$ cat config.mk
export PLATFORM = sky130hd
export DESIGN_NAME = pipe_div_seq_ctrl_flat
export DESIGN_NICKNAME = d
export VERILOG_FILES = /design/src/rtl/pipe_div_seq_ctrl_if.sv /design/src/rtl/pipe_div_seq_ctrl.sv /design/src/flat_wrapper.sv
export SDC_FILE = /design/constraint.sdc
export NUM_CORES = 1
export LEC_CHECK = 0
export CORE_ASPECT_RATIO = 0.5
export CORE_MARGIN = 2
export CORE_UTILIZATION = 50
export CTS_BUF_LIST = sky130_fd_sc_hd__clkbuf_8
export CTS_CLUSTER_DIAMETER = 40
export CTS_CLUSTER_SIZE = 20
export DETAILED_ROUTE_END_ITERATION = 16
export PLACE_DENSITY = 0.75
export REMOVE_ABC_BUFFERS = 1
export SETUP_SLACK_MARGIN = 0.1
export SYNTH_ARGS = -nofsm -noshare
export SYNTH_HDL_FRONTEND = slang
export SYNTH_SLANG_ARGS = --single-unit
export TNS_END_PERCENT = 50
$ cat constraint.sdc
create_clock -name clk -period 2.47 [get_ports clk]
set_input_delay 0.247 -clock clk [delete_from_list [all_inputs] [get_ports clk]]
set_output_delay 0.247 -clock clk [all_outputs]
set_load 0.05 [all_outputs]
$ cat src/rtl/pipe_div_seq_ctrl_if.sv
// Operand/result handshake bundle for the iterative divider controller.
// Both sides follow valid/ready: a transfer happens on a rising edge where valid and ready are both high.
interface pipe_div_seq_ctrl_if #(
    parameter int DEND_W = 32,
    parameter int SOR_W  = 32
);
    logic              in_valid;
    logic              in_ready;
    logic [DEND_W-1:0] dividend_i;
    logic [SOR_W-1:0]  divisor_i;
    logic              out_valid;
    logic              out_ready;
    logic [DEND_W-1:0] quotient_o;
    logic [SOR_W-1:0]  remainder_o;
    logic              div0_o;
    logic              busy_o;

    modport master (
        output in_valid, dividend_i, divisor_i, out_ready,
        input  in_ready, out_valid, quotient_o, remainder_o, div0_o, busy_o
    );

    modport slave (
        input  in_valid, dividend_i, divisor_i, out_ready,
        output in_ready, out_valid, quotient_o, remainder_o, div0_o, busy_o
    );
endinterface

$ cat src/rtl/pipe_div_seq_ctrl.sv
// Iterative restoring divider: one shift-subtract step per clock over DEND_W cycles.
// Optional macro DIV_ZERO_FAST_EN: a zero divisor completes on the accept edge and raises div0_o.
module pipe_div_seq_ctrl #(
    parameter int DEND_W = 32,
    parameter int SOR_W  = 32
) (
    input  logic                    clk,
    input  logic                    rst,
    pipe_div_seq_ctrl_if.slave      bus_io,
    output logic [1:0]              state_o
);
    localparam int W_W   = DEND_W + SOR_W + 1;
    localparam int CNT_W = $clog2(DEND_W);
    localparam logic [CNT_W-1:0] LAST_STEP = CNT_W'(DEND_W - 1);

    typedef enum logic [1:0] {
        IDLE = 2'd0,
        CALC = 2'd1,
        DONE = 2'd2
    } state_t;

    state_t            state_q;
    logic [W_W-1:0]    w_q;
    logic [W_W-1:0]    w_d;
    logic [SOR_W-1:0]  d_q;
    logic [CNT_W-1:0]  cnt_q;
    logic [DEND_W-1:0] quot_q;
    logic [SOR_W-1:0]  rem_q;
    logic              out_valid_q;
    logic [W_W-1:0]    shifted;
    logic [SOR_W:0]    top_sub;
`ifdef DIV_ZERO_FAST_EN
    logic              div0_q;
`endif

    // The top slice is SOR_W+1 bits wide so a divisor with its MSB set never overflows.
    always_comb begin
        shifted = w_q << 1;
        top_sub = shifted[W_W-1:DEND_W] - {1'b0, d_q};
        w_d     = shifted;
        if (shifted[W_W-1:DEND_W] >= {1'b0, d_q}) begin
            w_d = {top_sub, shifted[DEND_W-1:1], 1'b1};
        end
    end

    always_ff @(posedge clk) begin
        if (rst) begin
            state_q     <= IDLE;
            w_q         <= '0;
            d_q         <= '0;
            cnt_q       <= '0;
            quot_q      <= '0;
            rem_q       <= '0;
            out_valid_q <= 1'b0;
`ifdef DIV_ZERO_FAST_EN
            div0_q      <= 1'b0;
`endif
        end else begin
            case (state_q)
                IDLE: begin
                    if (bus_io.in_valid) begin
                        w_q     <= {{(SOR_W + 1){1'b0}}, bus_io.dividend_i};
                        d_q     <= bus_io.divisor_i;
                        cnt_q   <= '0;
                        state_q <= CALC;
`ifdef DIV_ZERO_FAST_EN
                        // Zero divisor: publish the defined result directly, skipping CALC.
                        if (bus_io.divisor_i == '0) begin
                            quot_q      <= '1;
                            rem_q       <= bus_io.dividend_i[SOR_W-1:0];
                            div0_q      <= 1'b1;
                            out_valid_q <= 1'b1;
                            state_q     <= DONE;
                        end else begin
                            div0_q      <= 1'b0;
                        end
`endif
                    end
                end
                CALC: begin
                    w_q   <= w_d;
                    cnt_q <= cnt_q + 1'b1;
                    if (cnt_q == LAST_STEP) begin
                        quot_q      <= w_d[DEND_W-1:0];
                        rem_q       <= w_d[W_W-2:DEND_W];
                        out_valid_q <= 1'b1;
                        state_q     <= DONE;
                    end
                end
                DONE: begin
                    if (bus_io.out_ready) begin
                        out_valid_q <= 1'b0;
                        state_q     <= IDLE;
                    end
                end
                default: state_q <= IDLE;
            endcase
        end
    end

    assign bus_io.in_ready    = (state_q == IDLE);
    assign bus_io.busy_o      = (state_q != IDLE);
    assign bus_io.out_valid   = out_valid_q;
    assign bus_io.quotient_o  = quot_q;
    assign bus_io.remainder_o = rem_q;
`ifdef DIV_ZERO_FAST_EN
    assign bus_io.div0_o      = div0_q;
`else
    assign bus_io.div0_o      = 1'b0;
`endif
    assign state_o            = state_q;
endmodule

$ cat src/flat_wrapper.sv
// flat-port wrapper written by rule: the top's interface ports become plain ports
module pipe_div_seq_ctrl_flat 
#(
    parameter int DEND_W = 32,
    parameter int SOR_W  = 32
)
  (clk, rst, state_o, bus_io_in_valid, bus_io_dividend_i, bus_io_divisor_i, bus_io_out_ready, bus_io_in_ready, bus_io_out_valid, bus_io_quotient_o, bus_io_remainder_o, bus_io_div0_o, bus_io_busy_o);
  pipe_div_seq_ctrl_if #(.DEND_W(DEND_W), .SOR_W(SOR_W)) bus_io_i ();
  input  logic clk;
  input  logic rst;
  output logic [1:0] state_o;
  input wire logic [$bits(bus_io_i.in_valid)-1:0] bus_io_in_valid;
  input wire logic [$bits(bus_io_i.dividend_i)-1:0] bus_io_dividend_i;
  input wire logic [$bits(bus_io_i.divisor_i)-1:0] bus_io_divisor_i;
  input wire logic [$bits(bus_io_i.out_ready)-1:0] bus_io_out_ready;
  output wire logic [$bits(bus_io_i.in_ready)-1:0] bus_io_in_ready;
  output wire logic [$bits(bus_io_i.out_valid)-1:0] bus_io_out_valid;
  output wire logic [$bits(bus_io_i.quotient_o)-1:0] bus_io_quotient_o;
  output wire logic [$bits(bus_io_i.remainder_o)-1:0] bus_io_remainder_o;
  output wire logic [$bits(bus_io_i.div0_o)-1:0] bus_io_div0_o;
  output wire logic [$bits(bus_io_i.busy_o)-1:0] bus_io_busy_o;
  assign bus_io_i.in_valid = bus_io_in_valid;
  assign bus_io_i.dividend_i = bus_io_dividend_i;
  assign bus_io_i.divisor_i = bus_io_divisor_i;
  assign bus_io_i.out_ready = bus_io_out_ready;
  assign bus_io_in_ready = bus_io_i.in_ready;
  assign bus_io_out_valid = bus_io_i.out_valid;
  assign bus_io_quotient_o = bus_io_i.quotient_o;
  assign bus_io_remainder_o = bus_io_i.remainder_o;
  assign bus_io_div0_o = bus_io_i.div0_o;
  assign bus_io_busy_o = bus_io_i.busy_o;
  pipe_div_seq_ctrl #(.DEND_W(DEND_W), .SOR_W(SOR_W)) u_core (.clk(clk), .rst(rst), .bus_io(bus_io_i), .state_o(state_o));
endmodule
==> flow_metrics.py <==
metrics = {
    "yosys": {
        "ys_warn_count": 0,
        "ys_seq_area_frac": 0.397,
        "synth_top_area_cell": "dfxtp_1",
        "yosysUniqueCellTypes": 68,
        "synth.avg_cell_area_um2": 7.80,
        "async_flop_share": 0,
        "synth_top_flop_cell": "dfxtp_1",
        "synth-seq-cells": 168,
        "synth-edff-count": 0,
        "syn-cell-area_um2": 8470,
        "syn_inst": 1086,
        "yosysTopAreaCellShare": 0.397,
        "synth_top_cells_by_area": "dfxtp_1 (40%), nand2_1 (11%), a21oi_1 (6.5%), ha_1 (5.0%), nor2_1 (3.8%)",
    },
    "flow_run": {
        "maxCapViolations": 0,
    },
    "hold_path": {
        "hold_path_class": "input port to flip-flop",
    },
    "clock_tree": {
        "clock_latency_ns": 0.49,
        "root_buffer": "clkbuf_8",
        "clkSinkCount": 168,
        "path_clk_slew_ns": 0.11,
        "cts_buffers": 17,
        "ctsHtreeMaxLevel": 4,
        "tritoncts": "done",
        "cts.path.max_buffers": 2,
    },
    "grt": {
        "grt_remaining_overflow": 0,
        "grt_usage": 0.299,
        "grt_max_degree": 68,
        "antenna_found_initial": 0,
        "grt_pass1_vias": 8495,
        "grt_pass1_wl_um": 42700,
    },
    "worst_setup_path": {
        "crit_path_top_delay_cell": "fa_2",
        "crit_top_cell": "inv_2",
        "cp.arrival_ns": 3.27,
        "critPathKind": "flip-flop to flip-flop",
        "cpLargestDelayFamily": "compound AO/OA/AOI/OAI gates",
        "crit_chain": "inv_2 -> ha_4 -> inv_2 -> fa_2 -> a21o_1 -> a221oi_2 -> buf_4 -> buf_6 -> o21a_4 -> o2111ai_2 -> and3_4 -> o21a_1 -> o31a_1 -> a211oi_2",
        "cpPeakStageDelay_ns": 0.35,
        "critPathLaunchType": "flip-flop",
        "worst-path-buf-inv": 4,
        "cp_max_fo": 2,
        "worstPathRequired_ns": 2.89,
        "critPathCaptureType": "flip-flop",
    },
    "routing": {
        "drc": 0,
        "routed_via_density": 5.51,
        "antenna_left": 0,
        "firstDrtPassIters": 5,
        "drtIter0Drc": 638,
        "avgRoutedWirePerCell_um": 16.9,
        "finalWirelength_um": 27100,
        "vias": 8868,
    },
    "place": {
        "globalplace.congestion": 0.950,
        "port_buffers": 136,
        "hpwlAfterDp_um": 18300,
        "pre_cts_ws_ns": -0.547,
    },
    "cells_and_area": {
        "final_common_cell": "nand2_1",
        "mostFrequentLayoutCells": "nand2_1 (244), buf_4 (186), dfxtp_1 (151), clkdlybuf4s50_1 (135), a21oi_1 (103)",
        "antennaDiodeCount": 0,
        "area_growth_pct": 48.5,
        "layout-drive-gt1-share": 0.267,
        "fin_nets": 1472,
    },
    "floorplanning": {
        "core_area_um2": 16500,
        "dieArea_um2": 18100,
        "ios": 138,
        "rows": 33,
        "initial_core_util": 0.514,
        "die_w_um": 188,
        "die_height_um": 96.0,
    },
    "power_and_ir_drop": {
        "p_total_uw": 23100,
        "power_density_nw_per_um2": 1840,
        "irDropWorstVdd_v": 0.00145,
        "p_leak_uw": 0.00497,
    },
    "timing": {
        "fin_crit_sh": 1.15,
        "skew_ns": 0.0162,
        "finalWorstSetupSlack_ns": -0.380,
        "drv_slew": 0,
        "whs_ns": 0.290,
        "setup_viol": 62,
        "worstMarginPinSlew_ns": 0.642,
        "rsz0062_at_grt": "yes",
        "slew_headroom": 0.572,
        "fmax_ghz": 0.351,
        "hold_viol": 0,
        "fin_crit_ns": 2.85,
    },
    "run_status": {
        "status": "finished, violations left",
        "violations": "negative setup slack",
    },
}
[metrics by stage]
stage / instance area [um2] / utilization / cells / setup TNS (ns)
2_1_floorplan: 8120 / - / 1009 / -133.47
3_3_place_gp: 11200 / 0.677 / 1546 / -13.69
3_5_place_dp: 11200 / 0.677 / 1546 / -16.64
4_1_cts: 12300 / 0.744 / 1601 / -7.75
5_1_grt: 12600 / 0.764 / 1609 / -15.81
6_report: 12600 / 0.764 / 1609 / -9.84
[state kept, by name, indices dropped and copies added, names as in the netlist]
name	count
u_core.w_q	64
u_core.bus_io.quotient_o	32
u_core.bus_io.remainder_o	32
u_core.d_q	32
u_core.cnt_q	5
u_core.state_o	2
u_core.bus_io.out_valid	1
[cell usage after synthesis, types with 6 or more instances]
| cell type | instances |
|---|---|
| nand2_1 | 248 |
| o21ai_0 | 49 |
| ha_1 | 34 |
| a21o_1 | 14 |
| nand4_1 | 8 |
| inv_1 | 46 |
| buf_1 | 8 |
| a311oi_1 | 33 |
| nor3_1 | 7 |
| xor2_1 | 6 |
| dfxtp_1 | 168 |
| buf_2 | 8 |
| or3_1 | 6 |
| xnor2_1 | 18 |
| mux2i_1 | 23 |
| a31oi_1 | 7 |
| and3_1 | 8 |
| a211oi_1 | 28 |
| nor2_1 | 86 |
| nand3_1 | 19 |
| o21bai_1 | 6 |
| clkbuf_1 | 53 |
| o21a_1 | 8 |
| nand2b_1 | 7 |
| a21oi_1 | 110 |
[power by group]
part / switching [uW] / leakage, uW / internal [uW] / total [uW]
registers: 283 / 0.00137 / 3030 / 3310
clock network: 1230 / 0.000196 / 785 / 2020
logic: 8400 / 0.00340 / 9420 / 17800
total: 9910 / 0.00497 / 13200 / 23100
[metal layers]
layer,track usage,wire (um),vias to the layer above
li1,-,-,4346
met1,0.390,12400,4193
met2,0.511,12600,295
met3,0.0664,1800,34
met4,0.0696,381,0
met5,0,0,-
[final timing paths]
kind                           startpoint                       endpoint  slack, ns  cells past startpoint
max                        u_core.w_q[31]  u_core.bus_io.remainder_o[28]      -0.38                     14
min                  bus_io_divisor_i[11]                 u_core.d_q[11]       0.29                      3
max reg2reg                u_core.w_q[31]  u_core.bus_io.remainder_o[28]      -0.38                     14
min reg2reg  u_core.bus_io.quotient_o[29]   u_core.bus_io.quotient_o[29]       0.46                      2
[worst register-to-register path, cell delays in order, from the launching register on]
cell       delay, ns
dfxtp_2         0.34
inv_2           0.07
ha_4            0.13
inv_2           0.04
fa_2            0.35
a21o_1          0.22
a221oi_2        0.23
buf_4           0.17
buf_6           0.10
o21a_4          0.12
o2111ai_2       0.13
and3_4          0.21
o21a_1          0.16
o31a_1          0.30
a211oi_2        0.22
[layout make-up]
class / instances / area [um2]
multi-input combinational: 795 / 5280
fill: 1213 / 3890
sequential: 168 / 3380
timing repair buffer: 341 / 3060
tap: 227 / 284
clock buffer: 18 / 248
inverter: 46 / 173
clock inverter: 14 / 153
[cell families (layout without fill, tap and decap cells)]
family / after synthesis / in the layout / synth area share
flip-flops: 168 / 168 / 0.397
AND/OR/NAND/NOR: 415 / 415 / 0.210
AO/OA/AOI/OAI: 296 / 296 / 0.224
other: 1 / 1 / 0.000443
XOR/XNOR: 24 / 24 / 0.0248
adder cells (fa/ha/maj): 35 / 35 / 0.0526
multiplexers: 24 / 24 / 0.0285
buffers and inverters: 123 / 419 / 0.0623
[repair_timing]
action,CTS,global route
gates resized for setup,109,64
endpoints found under the setup margin,66,66
endpoints found under the hold margin,3,0
hold buffers,1,0
setup buffers,22,8
gates cloned,1,0
pin swaps,30,28
No activity file was read; power rests on OpenSTA's default activity.
